[src/rtl/fetch_redirect_unit_pkg.sv]
// Shared widths and fetch FSM state encodings for the IF-stage redirect unit.
package fetch_redirect_unit_pkg;

  localparam int DEF_WORD_LEN = 32;

  typedef enum logic [1:0] {
    FETCH_REQ  = 2'b00,
    FETCH_KILL = 2'b01,
    FETCH_HOLD = 2'b10
  } fetch_state_e;

endpackage

[src/rtl/fetch_redirect_unit_pc_incrementer.sv]
// Sequential-PC adder; wraps modulo 2^WORD_LEN with no carry out.
module pc_incrementer
  import fetch_redirect_unit_pkg::*;
#(
  parameter int WORD_LEN = DEF_WORD_LEN,
  parameter int PC_STEP  = 4
) (
  input  logic [WORD_LEN-1:0] i_pc,
  output logic [WORD_LEN-1:0] o_pc_next
);

  assign o_pc_next = i_pc + WORD_LEN'(PC_STEP);

endmodule

[src/rtl/fetch_redirect_unit.sv]
// IF-stage fetch controller: owns the PC, talks to a multi-cycle imem and
// drives the IF/ID register, handling freeze, redirects and in-flight kills.
module fetch_redirect_unit
  import fetch_redirect_unit_pkg::*;
#(
  parameter int                   WORD_LEN = DEF_WORD_LEN,
  parameter logic [WORD_LEN-1:0]  RESET_PC = '0,
  parameter int                   PC_STEP  = 4
) (
  input  logic                clk,
  input  logic                rst,
  input  logic                freeze,
  input  logic                br_taken,
  input  logic [WORD_LEN-1:0] br_target,
  output logic                imem_req,
  output logic [WORD_LEN-1:0] imem_addr,
  input  logic                imem_ready,
  input  logic [WORD_LEN-1:0] imem_rdata,
  output logic [WORD_LEN-1:0] ifid_instr,
  output logic [WORD_LEN-1:0] ifid_pc,
  output logic                ifid_valid,
  output logic [WORD_LEN-1:0] pc
);

  fetch_state_e        r_state;
  logic [WORD_LEN-1:0] r_pc;
  logic [WORD_LEN-1:0] r_pending;
  logic [WORD_LEN-1:0] r_buf_instr;
  logic [WORD_LEN-1:0] r_buf_pc;
  logic [WORD_LEN-1:0] r_ifid_instr;
  logic [WORD_LEN-1:0] r_ifid_pc;
  logic                r_ifid_valid;
  logic [WORD_LEN-1:0] w_pc_next;
  logic                w_redirect;

  // ID operands are stale during a freeze, so a taken branch then is not trusted.
  assign w_redirect = br_taken & ~freeze;

  pc_incrementer #(
    .WORD_LEN (WORD_LEN),
    .PC_STEP  (PC_STEP)
  ) u_pc_inc (
    .i_pc      (r_pc),
    .o_pc_next (w_pc_next)
  );

  always_ff @(posedge clk or negedge rst) begin
    if (!rst) begin
      r_state      <= FETCH_REQ;
      r_pc         <= RESET_PC;
      r_pending    <= '0;
      r_buf_instr  <= '0;
      r_buf_pc     <= '0;
      r_ifid_instr <= '0;
      r_ifid_pc    <= '0;
      r_ifid_valid <= 1'b0;
    end else begin
      case (r_state)
        FETCH_REQ: begin
          if (imem_ready) begin
            if (w_redirect) begin
              r_pc         <= br_target;
              r_ifid_valid <= 1'b0;
            end else if (!freeze) begin
              r_ifid_instr <= imem_rdata;
              r_ifid_pc    <= w_pc_next;
              r_ifid_valid <= 1'b1;
              r_pc         <= w_pc_next;
            end else begin
              r_buf_instr <= imem_rdata;
              r_buf_pc    <= w_pc_next;
              r_pc        <= w_pc_next;
              r_state     <= FETCH_HOLD;
            end
          end else if (w_redirect) begin
            // Address must stay stable until the response, so park the target.
            r_pending    <= br_target;
            r_ifid_valid <= 1'b0;
            r_state      <= FETCH_KILL;
          end else if (!freeze) begin
            r_ifid_valid <= 1'b0;
          end
        end
        FETCH_KILL: begin
          if (!freeze) r_ifid_valid <= 1'b0;
          if (w_redirect) r_pending <= br_target;
          if (imem_ready) begin
            r_pc    <= w_redirect ? br_target : r_pending;
            r_state <= FETCH_REQ;
          end
        end
        FETCH_HOLD: begin
          if (!freeze) begin
            if (w_redirect) begin
              r_pc         <= br_target;
              r_ifid_valid <= 1'b0;
            end else begin
              r_ifid_instr <= r_buf_instr;
              r_ifid_pc    <= r_buf_pc;
              r_ifid_valid <= 1'b1;
            end
            r_state <= FETCH_REQ;
          end
        end
        default: r_state <= FETCH_REQ;
      endcase
    end
  end

  assign imem_req   = rst & (r_state != FETCH_HOLD);
  assign imem_addr  = r_pc;
  assign pc         = r_pc;
  assign ifid_instr = r_ifid_instr;
  assign ifid_pc    = r_ifid_pc;
  assign ifid_valid = r_ifid_valid;

endmodule

[config.mk]
export PLATFORM = sky130hd
export DESIGN_NAME = fetch_redirect_unit
export DESIGN_NICKNAME = d
export VERILOG_FILES = /design/src/rtl/fetch_redirect_unit_pkg.sv /design/src/rtl/fetch_redirect_unit_pc_incrementer.sv /design/src/rtl/fetch_redirect_unit.sv
export SDC_FILE = /design/constraint.sdc
export NUM_CORES = 1
export LEC_CHECK = 0
export ABC_AREA = 0
export ABC_CLOCK_PERIOD_IN_PS = 2900
export CAP_MARGIN = 20
export CELL_PAD_IN_SITES_DETAIL_PLACEMENT = 1
export CELL_PAD_IN_SITES_GLOBAL_PLACEMENT = 2
export CORE_ASPECT_RATIO = 1.75
export CORE_MARGIN = 8
export CORE_UTILIZATION = 34
export CTS_CLUSTER_SIZE = 28
export DETAILED_ROUTE_END_ITERATION = 12
export GPL_TIMING_DRIVEN = 1
export PLACE_DENSITY_LB_ADDON = 0.15
export SYNTH_ARGS = -nofsm -noshare
export SYNTH_HDL_FRONTEND = slang
export SYNTH_HIERARCHICAL = 1
export SYNTH_SLANG_ARGS = --single-unit
[constraint.sdc]
create_clock -name clk -period 2.9 [get_ports clk]
set_clock_uncertainty 0.15 [all_clocks]
set_input_delay 0.58 -clock clk [delete_from_list [all_inputs] [get_ports clk]]
set_output_delay 0.58 -clock clk [all_outputs]
set_load 0.02 [all_outputs]
**After elaboration in Yosys (flattened, before gate mapping)**

Cells that the tools add are included.
Widths: inputs -> output; s select.

- $add $sub $neg: 1
- Eq/ne operators: 15
- Mux-type cells: 36
- Bitwise operators: 4
- Reductions and logical operators: 10

Operators with widths:

| cell | number |
|---|---|
| $mux 32 | 17 |
| $pmux 32 s2 | 3 |
| $pmux 32 s3 | 1 |
| $add 32x3->32 const B | 1 |
| $ne 2x2->1 const B | 9 |
| $mux 2 | 6 |
| $reduce_and 5->1 | 2 |
| $ne 3x3->1 const B | 3 |
| $mux 1 | 7 |
| $pmux 2 s3 | 1 |
| $reduce_and 6->1 | 1 |
| $ne 4x4->1 const B | 1 |
| $reduce_and 4->1 | 1 |
| $reduce_bool 2->1 | 2 |
| $pmux 1 s3 | 1 |
| $reduce_and 3->1 | 1 |
| $reduce_bool 3->1 | 1 |
| $and 1x1->1 | 2 |
| $eq 2x1->1 const B | 1 |
| $eq 2x2->1 const B | 1 |
| $logic_not 2->1 | 1 |
| $not 1->1 | 2 |
| $reduce_and 2->1 | 1 |

- Bits in registers: 195
- Output and inout port bits: 130
- Logic and storage cells: 74

**Logic depth before layout (Yosys ltp)**

Gate-level depths: netlist (run 1).

- Depth in word-level cells: 5
- Gate-level depth with buffers: 9

**Modules after synthesis**

The synthesis (run 1) kept the hierarchy.

By module, submodules not included:

| module | instances | cells an instance | area an instance (um^2) | seq. area each (um^2) |
|---|---|---|---|---|
| fetch_redirect_unit | 1 | 845 | 9564.2 | 4879.7 |
| pc_incrementer | 1 | 77 | 576.8 | 0.0 |

**Worst setup path after synthesis (run 1)**

Ideal clock, no wire load.

- Path kind: reg2reg
- From: register r_pc[2], in the netlist imem_addr[2]
- To: register r_pc[22], in the netlist imem_addr[22]
- Library setup time: 0.121 ns
- Arrival: 2.039 ns
- Data required time: 2.629 ns
- Setup slack: 0.590 ns
- Stages on the path, launching flop included: 9
- Path buffers: 0
- Clock period less this slack: 2.310 ns
- Cell sequence: dfrtp_1 -> ha_1 -> nand3_1 -> nor4_2 -> nand4_1 -> xnor2_1 -> a21oi_1 -> a21oi_1 -> a22o_1

- Cells in the longest elaborated chain, start to end: 4

RTL lines:

| element | line | RTL |
|---|---|---|
| start: declaration | fetch_redirect_unit.sv:26 | `logic [WORD_LEN-1:0] r_pc;` |
| start signal: assignment | fetch_redirect_unit.sv:62 | `r_pc <= br_target;` |
| start signal: assignment | fetch_redirect_unit.sv:68 | `r_pc <= w_pc_next;` |
| start signal: assignment | fetch_redirect_unit.sv:72 | `r_pc <= w_pc_next;` |
| $add 32x3->32 | fetch_redirect_unit_pc_incrementer.sv:12 | `assign o_pc_next = i_pc + WORD_LEN'(PC_STEP);` |
| via w_pc_next[22] | fetch_redirect_unit.sv:33 | `logic [WORD_LEN-1:0] w_pc_next;` |
| $mux 32 | fetch_redirect_unit.sv:61 | `if (w_redirect) begin` |
| $mux 32 | fetch_redirect_unit.sv:60 | `if (imem_ready) begin` |
| $pmux 32 s3 | fetch_redirect_unit.sv:58 | `case (r_state)` |

The timed path passes the listed nets, and every way through them passes these cells. The select of a mux whose other input is x is not followed.
A chain may end at the register's enable or synchronous reset.

**Worst setup path after layout (run 1)**

- From: input port rst
- To: output port imem_req

- Cells in the longest elaborated chain, start to end: 1

RTL lines:

| element | line | RTL |
|---|---|---|
| start: declaration | fetch_redirect_unit.sv:11 | `input logic rst,` |
| $and 1x1->1 | fetch_redirect_unit.sv:110 | `assign imem_req = rst & (r_state != FETCH_HOLD);` |
| end: declaration | fetch_redirect_unit.sv:15 | `output logic imem_req,` |

Every way passes these cells.

==> results of run 1 <==
-- registers in the layout, summed over array words and instances (netlist names) --
signal / cells
r_buf_instr: 32
imem_addr: 32
ifid_pc: 32
r_pending: 32
ifid_valid: 1
r_state: 2
ifid_instr: 32
r_buf_pc: 32
-- cell usage after synthesis, types with 2 or more instances --
master / count / area, sq um
dfrtp_1: 195 / 4880
nand2_1: 138 / 518
mux2_2: 95 / 1070
mux2i_1: 95 / 951
o21ai_0: 67 / 335
buf_4: 41 / 308
a21oi_1: 39 / 195
o211ai_1: 32 / 240
a22o_1: 31 / 272
a21oi_2: 27 / 236
clkbuf_1: 26 / 97.6
xnor2_1: 21 / 184
buf_2: 20 / 100
nand3_1: 15 / 75.1
buf_6: 9 / 101
inv_1: 7 / 26.3
nor2_1: 7 / 26.3
xor2_1: 7 / 61.3
ha_1: 6 / 75.1
nand4_1: 6 / 37.5
nor2b_1: 4 / 25.0
a21o_1: 3 / 22.5
a31oi_1: 3 / 18.8
and3_1: 3 / 18.8
buf_1: 2 / 7.51
nand2b_1: 2 / 12.5
nor3_2: 2 / 20.0
nor4_4: 2 / 42.5
-- worst max-delay path by stage --
stage	to	slack [ns]	cells after the start
after floorplan	imem_addr[22]	0.59	8
after global placement	r_pending[0]	0.26	5
after detailed placement	ifid_instr[26]	0.20	6
final	imem_req	0.06	4
after global routing	imem_req	0.01	4
after CTS	imem_req	0.05	4
-- final cells by class --
| type | instances | area (sq um) | share of cell area (%) |
|---|---|---|---|
| Antenna cell | 1 | 2.50 | 0.0193 |
| Tap cell | 382 | 478 | 3.68 |
| Sequential cell | 195 | 4880 | 37.6 |
| Clock buffer | 21 | 460 | 3.55 |
| Clock inverter | 11 | 128 | 0.984 |
| Inverter | 7 | 26.3 | 0.203 |
| Timing Repair Buffer | 226 | 2320 | 17.9 |
| Multi-Input combinational cell | 622 | 4670 | 36.0 |
-- per-stage QoR --
stage	total power, mW	hold WS, ns	area, sq um	setup slack (ns)	instances
2_1_floorplan	10.5	0.134	10100	0.590	922
3_3_place_gp	13.3	0.271	12400	0.261	1431
3_5_place_dp	13.5	0.271	12400	0.204	1431
4_1_cts	16.0	0.334	13000	0.0479	1464
5_1_grt	16.9	0.343	13000	0.00974	1465
6_report	15.7	0.327	13000	0.0636	1465
-- power by group through the flow --
stage / clock (mW) / combinational, mW / sequential (mW)
final: 2.41 / 8.28 / 5.02
after global routing: 2.60 / 9.04 / 5.21
after CTS: 2.51 / 8.47 / 5.05
after detailed placement: 0 / 8.44 / 5.11
after global placement: 0 / 8.31 / 5.04
after floorplan: 0 / 4.93 / 5.56
-- worst min-delay path: cells and delay by family (launching register included) --
kind | cells | cell delay [ns]
AND/OR/NAND/NOR | 1 | 0.05
flip-flops | 1 | 0.34
AO/OA/AOI/OAI | 1 | 0.06
-- layer usage --
layer / up-vias / track usage (%) / share of wire [%]
met5: - / 0 / 0.044
met4: 2 / 6.06 / 2.0
met3: 32 / 3.31 / 3.7
met2: 151 / 30.9 / 53
met1: 3746 / 18.9 / 41
li1: 3515 / - / -
-- cells by family (layout without fill, tap and decap cells) --
| family | after synthesis | after routing | share of synthesized area (%) |
|---|---|---|---|
| and+or+nand+nor | 187 | 187 | 8.51 |
| buffers and inverters | 105 | 265 | 6.32 |
| AOI/OAI and AO/OA | 210 | 210 | 13.9 |
| adders and majority gates | 6 | 6 | 0.740 |
| xor gates and xnor gates | 28 | 28 | 2.42 |
| other | 0 | 1 | 0 |
| DFF | 195 | 195 | 48.1 |
| muxes | 191 | 191 | 20.0 |
-- repair_timing --
item	4_1_cts	5_1_grt
hold endpoints to repair	6	0
hold buffers	1	0
gates resized for setup	0	0
endpoints found under the setup margin	0	0
==> flow_summary.ini, run 1 <==
[die]
fp.dieW_microns = 147
dieArea_sq_um = 35800
initial_core_util_pct = 34.5
row_count = 83
core_area_sq_um = 29400
fp.dieH_microns = 244
ioPinCount = 199

[hold_path]
hold_path.class = flip-flop to flip-flop
min_from = ifid_pc[13]
whs_endpoint = ifid_pc[13]
whs_path_depth = 2

[timing]
rsz0062_at_grt = no
setup_violations = 0
hold_viol_final = 0
finalMaxSlewViolations = 0
slew_headroom_pct = 41.4
setup-tns-final_ns = 0
fin_crit_sh_pct = 97.8
period_needed_ns = 2.84
max_slew.worst_pin.slew_ns = 0.879
max_freq_mhz = 353

[detailed_routing]
routed_wirelength_microns = 29600
dr.first_iter.drc_count = 184
ant_nets = 0
via_count = 7446
first_pass_iters = 4
drc = 0
viasPerCell = 5.08
wl_per_cell_microns = 20.2

[critical_path]
arrival_ns = 2.11
path_buf_inv = 3
reg2reg_from = imem_addr[17]
path_cells = dlygate4sd3_1 -> clkbuf_8 -> nor2b_1 -> clkdlybuf4s50_1
cpMaxStageDelayCell = clkdlybuf4s50_1
path_class = input pin to output pin
cp-start-kind = input pin
reg2reg_slack_ns = 0.24
path_max_fanout = 9
crit_path_end_kind = output pin
slowest_delay_ns = 0.65
worstPathRequired_ns = 2.17
reg2reg_depth = 7
crit_path_start = rst
critPathTopFamily = buffers and inverters
rr_endpoint = imem_addr[28]

[synthesis]
synth_cell_types = 45
yosys_most_used_dff = dfrtp_1
synth_cells = 922
ys_warn_count = 6
synth-async-reset-ratio_pct = 100
synth_seq_cells = 195
syn-num-nets = 997
syn_area_sq_um = 10100
avgSynthCellArea_sq_um = 11.0
synth_edf_count = 0
ys_seq_area_share_pct = 48.1

[run_status]
status = complete, no violations

[pwr]
p_leak_nw = 5.30
power_density_nw_per_um2 = 1210
switching_power_mw = 6.46
ir_worst_vdd_mv = 0.664
switching_share_pct = 41.1
intPower_mw = 9.26
combPwrFrac_pct = 52.7
clockPowerShare_pct = 15.3
pwr-share-seq_pct = 32.0

[cts]
cts_tree = done
clockBufferDepth = 2
cts_root_buf = clkbuf_16
numCtsBuffers = 17
cts_max_level = 4
path_clk_slew_ns = 0.07
clkSinkCount = 195
clock_latency_ns = 0.45
cts_setup_buffers = 0

[finish]
final_common_cell = clkdlybuf4s50_1
final_util_pct = 44.1
final_cell_mix = clkdlybuf4s50_1 (197), dfrtp_1 (195), nand2_1 (138)
syn_to_final_growth_pct = 27.9
fin_nets = 1144
final_layout_size_suffix_gt1_share_pct = 18.3
fill_cells = 3194

[placed_design]
gp_congestion = 0.764
place_hpwl_microns = 20300
port_buffers = 198

[global_routing]
antenna_found_initial = 2
grt_pass1_wl_microns = 47200
grtUsageTotal_pct = 16.8
grt_overflow_total = 0
grt_max_degree = 141
grt_pass1_vias = 8097

[flow_run]
max-cap-violations = 0
(Power assumes the default switching activity.)
==> run 2, diff against run 1 <==
--- a/config.mk
+++ b/config.mk
@@ -6,12 +6,11 @@
 export NUM_CORES = 1
 export LEC_CHECK = 0
 export ABC_AREA = 0
-export ABC_CLOCK_PERIOD_IN_PS = 2900
 export CAP_MARGIN = 20
 export CELL_PAD_IN_SITES_DETAIL_PLACEMENT = 1
 export CELL_PAD_IN_SITES_GLOBAL_PLACEMENT = 2
 export CORE_ASPECT_RATIO = 1.75
-export CORE_MARGIN = 8
+export CORE_MARGIN = 4
 export CORE_UTILIZATION = 34
 export CTS_CLUSTER_SIZE = 28
 export DETAILED_ROUTE_END_ITERATION = 12
==> flow_summary.ini, run 2 (same netlist as run 1, synthesis figures left out) <==
[run_status]
status = complete, no violations

[timing]
max_slew.worst_pin.slew_ns = 0.954
fin_crit_sh_pct = 94.2
slew_headroom_pct = 36.4
fin_ws_ns = 0.168
setup_violations = 0
hold_viol_final = 0
period_needed_ns = 2.73
max_freq_mhz = 366
holdWs_ns = 0.0651
finalMaxSlewViolations = 0
setup-tns-final_ns = 0
rsz0062_at_grt = no

[hold_path]
hold_path.class = input pin to async pin

[cts]
numCtsBuffers = 17
path_clk_slew_ns = 0.07
clock_latency_ns = 0.45
cts_hold_buf = 0
cts_root_buf = clkbuf_16
cts_max_level = 4
clockBufferDepth = 2
cts_tree = done
cts_resized = 0
cts_setup_buffers = 0
clkSinkCount = 195

[die]
fp.dieW_microns = 139
fp.dieH_microns = 236
core_area_sq_um = 29400
ioPinCount = 199
initial_core_util_pct = 34.5
row_count = 83
dieArea_sq_um = 32800

[pwr]
clockPowerShare_pct = 15.8
intPower_mw = 9.21
p_leak_nw = 5.30
pwr-share-seq_pct = 31.7
switching_share_pct = 41.2
combPwrFrac_pct = 52.5
switching_power_mw = 6.44
power_density_nw_per_um2 = 1210
ir_worst_vdd_mv = 0.563
total_power_mw = 15.7

[global_routing]
grt_pass1_vias = 7943
grtUsageTotal_pct = 17.7
grt_use_met2_pct = 32.6
grt_pass1_wl_microns = 45700
grt_max_degree = 159
antenna_found_initial = 0
grt_use_met1_pct = 20.5
busiest_layer = met2
grt_overflow_total = 0
grt_use_met3_pct = 3.19

[critical_path]
path_class = flip-flop to output pin
arrival_ns = 2.00
path_max_fanout = 10
cp-start-kind = flip-flop
worstPathRequired_ns = 2.17
crit_path_end_kind = output pin

[finish]
final_common_cell = clkdlybuf4s50_1
final_cell_mix = clkdlybuf4s50_1 (197), dfrtp_1 (195), nand2_1 (138)
antenna_cells = 0
fin_nets = 1146
final_layout_size_suffix_gt1_share_pct = 18.7
design_area_sq_um = 12900
syn_to_final_growth_pct = 27.7
fin_cells = 1466
final_util_pct = 44.1

[detailed_routing]
dr.first_iter.drc_count = 188
drc = 0
via_count = 7427
first_pass_iters = 5
routed_wirelength_microns = 28500
ant_nets = 0
viasPerCell = 5.07
wl_per_cell_microns = 19.4

[placed_design]
port_buffers = 198
dp_cells = 1434
place_hpwl_microns = 19400
gp_congestion = 0.766
postPlaceCellArea_sq_um = 12300
place_ws_ns = 0.127

[flow_run]
max-cap-violations = 0
-- run 2: changes by cell type in the layout (fill, tap and decap cells not counted), moves of 2 or more --
| cell | change |
|---|---|
| buf_12 | -4 |
| buf_4 | +7 |
| clkbuf_1 | -2 |
| clkbuf_8 | -2 |
| clkinv_2 | -2 |
| inv_6 | +6 |
-- run 2: final timing paths --
| path | start | to | slack (ns) | cells past startpoint |
|---|---|---|---|---|
| worst min register to register | ifid_pc[16] | ifid_pc[16] | 0.33 | 2 |
| worst max register to register | imem_addr[2] | imem_addr[16] | 0.32 | 9 |
| min in group clk | ifid_pc[16] | ifid_pc[16] | 0.33 | 2 |
| worst max-delay path | r_state[0] | imem_req | 0.17 | 4 |
| max in group asynchronous | rst | r_pending[5] | 1.75 | 2 |
| worst min-delay path | rst | ifid_pc[17] | 0.07 | 2 |
-- run 2: critical path, cell delays in order, from the launching register on --
cell	delay (ns)
dfrtp_1	0.41
inv_1	0.15
ha_4	0.24
nor2b_1	0.11
clkdlybuf4s50_1	0.65
-- run 2: area by class of cell --
| type | instances | area (sq um) |
|---|---|---|
| Fill cell | 3188 | 16400 |
| Clock inverter | 14 | 165 |
| Tap cell | 382 | 478 |
| Sequential cell | 195 | 4880 |
| Inverter | 7 | 26.3 |
| Clock buffer | 18 | 439 |
| Timing Repair Buffer | 228 | 2290 |
| Multi-Input combinational cell | 622 | 4670 |
-- run 2: layer usage --
layer  vias to the layer above  wire length (microns)
met2                       134                  15400
met3                        28                    828
met5                         -                      0
li1                       3537                      -
met1                      3728                  11700
met4                         0                    550
-- run 2: power groups by stage --
stage	registers [mW]	logic [mW]	clock network, mW
after floorplan	5.56	4.93	0
after global placement	4.98	8.24	0
after detailed placement	5.04	8.39	0
after CTS	4.99	8.41	2.57
after global routing	5.15	9.01	2.69
final	4.96	8.22	2.48
==> run 3, diff against run 2 <==
--- a/config.mk
+++ b/config.mk
@@ -6,17 +6,18 @@
 export NUM_CORES = 1
 export LEC_CHECK = 0
 export ABC_AREA = 0
-export CAP_MARGIN = 20
 export CELL_PAD_IN_SITES_DETAIL_PLACEMENT = 1
 export CELL_PAD_IN_SITES_GLOBAL_PLACEMENT = 2
 export CORE_ASPECT_RATIO = 1.75
 export CORE_MARGIN = 4
-export CORE_UTILIZATION = 34
+export CORE_UTILIZATION = 41
 export CTS_CLUSTER_SIZE = 28
 export DETAILED_ROUTE_END_ITERATION = 12
+export DONT_BUFFER_PORTS = 1
 export GPL_TIMING_DRIVEN = 1
 export PLACE_DENSITY_LB_ADDON = 0.15
 export SYNTH_ARGS = -nofsm -noshare
 export SYNTH_HDL_FRONTEND = slang
 export SYNTH_HIERARCHICAL = 1
 export SYNTH_SLANG_ARGS = --single-unit
+export TNS_END_PERCENT = 50
==> flow_summary.ini, run 3 (same netlist as run 1, synthesis figures left out) <==
[pwr]
switching_share_pct = 43.6
pwr-share-seq_pct = 38.2
intPower_mw = 8.07
ir_worst_vdd_mv = 0.527
combPwrFrac_pct = 45.3
switching_power_mw = 6.23
p_leak_nw = 4.62
clockPowerShare_pct = 16.5
power_density_nw_per_um2 = 1300

[critical_path]
arrival_ns = 1.84
crit_path_start = r_state[0]
reg2reg_depth = 8
crit_path_end_kind = output pin
worstPathRequired_ns = 2.17
reg2reg_from = imem_addr[2]
endpoint = imem_req
rr_endpoint = imem_addr[24]
reg2reg_slack_ns = 0.38
path_max_fanout = 20
path_class = flip-flop to output pin
cp-start-kind = flip-flop

[die]
ioPinCount = 199
initial_core_util_pct = 41.9
fp.dieH_microns = 216
row_count = 75
fp.dieW_microns = 127
core_area_sq_um = 24200
dieArea_sq_um = 27400

[global_routing]
grt_pass1_vias = 7756
grt_pass1_wl_microns = 43800
grt_max_degree = 197
grtUsageTotal_pct = 20.4
antenna_found_initial = 0
grt_overflow_total = 0

[timing]
fin_crit_sh_pct = 88.7
hold_viol_final = 195
period_needed_ns = 2.57
rsz0062_at_grt = no
finalMaxSlewViolations = 0
slew_headroom_pct = 58.5
setup-tns-final_ns = 0
holdWs_ns = -0.316
max_freq_mhz = 389
setup_violations = 0
max_slew.worst_pin.slew_ns = 0.623

[finish]
final_common_cell = dfrtp_1
antenna_cells = 0
fin_cells = 1206
final_cell_mix = dfrtp_1 (195), nand2_1 (138), mux2_2 (95), mux2i_1 (95), o21ai_0 (67)
final_layout_size_suffix_gt1_share_pct = 23.5
syn_to_final_growth_pct = 8.29
fin_nets = 960
fill_cells = 2604

[placed_design]
dp_cells = 1174
place_hpwl_microns = 19000
gp_congestion = 0.788
port_buffers = 0

[cts]
cts_root_buf = clkbuf_16
clockBufferDepth = 2
path_clk_slew_ns = 0.06
clock_latency_ns = 0.44
numCtsBuffers = 17
cts_resized = 0
clkSinkCount = 195
cts_tree = done
cts_max_level = 4

[run_status]
status = finished with violations
violations = hold timing

[detailed_routing]
wl_per_cell_microns = 22.9
drc = 0
viasPerCell = 5.77
dr.first_iter.drc_count = 228
routed_wirelength_microns = 27600
ant_nets = 0
via_count = 6953
first_pass_iters = 4

[hold_path]
hold_path.class = input pin to async pin

[flow_run]
max-cap-violations = 0
## run 3: power groups by stage
stage | registers [mW] | clock network [mW] | logic [mW]
final | 5.46 | 2.36 | 6.47
after global routing | 5.63 | 2.55 | 7.13
after global placement | 5.46 | 0 | 6.26
after CTS | 5.49 | 2.44 | 6.59
after detailed placement | 5.55 | 0 | 6.58
after floorplan | 5.56 | 0 | 4.93
## run 3: cell type report
cell class | instances | area, sq um | share of cell area [%]
sequential | 195 | 4880 | 44.4
multi-input combinational | 622 | 4670 | 42.6
clock buffer | 26 | 519 | 4.73
timing repair buffer | 42 | 428 | 3.90
tap | 308 | 385 | 3.51
clock inverter | 6 | 68.8 | 0.627
inverter | 7 | 26.3 | 0.239
## run 3: worst min path at each step
stage | from | end | depth (start not counted)
detailed placement | rst | r_buf_instr[23] | 0
global route | rst | r_buf_instr[26] | 0
CTS | rst | imem_addr[17] | 0
global placement | rst | r_buf_instr[23] | 0
floorplan | rst | ifid_instr[0] | 0
finish | rst | ifid_instr[23] | 0
## run 3: timing repair
action	CTS	global route
hold endpoints to repair	195	195
buffers inserted	0	0
endpoints found under the setup margin	0	0
## run 3: metrics by stage
step	cell area [sq um]	power, mW	utilization [%]	worst slack, ns
3_3_place_gp	10400	11.7	42.9	0.424
6_report	11000	14.3	45.4	0.326
4_1_cts	11000	14.5	45.4	0.287
3_5_place_dp	10400	12.1	42.9	0.357
2_1_floorplan	10100	10.5	-	0.590
5_1_grt	11000	15.3	45.4	0.0581
## run 3: critical path, stage by stage, from the launching register on
cell     delay [ns]
dfrtp_1        0.42
inv_1          0.15
ha_4           0.21
buf_4          0.25
nor2b_1        0.38
## run 3: layer usage
| metal | share of wire, % | track usage (%) | up-vias |
|---|---|---|---|
| met3 | 6.8 | 6.45 | 47 |
| met5 | 0 | 0 | - |
| met4 | 3.8 | 9.16 | 0 |
| met2 | 53 | 36.6 | 193 |
| li1 | - | - | 3154 |
| met1 | 37 | 21.4 | 3559 |
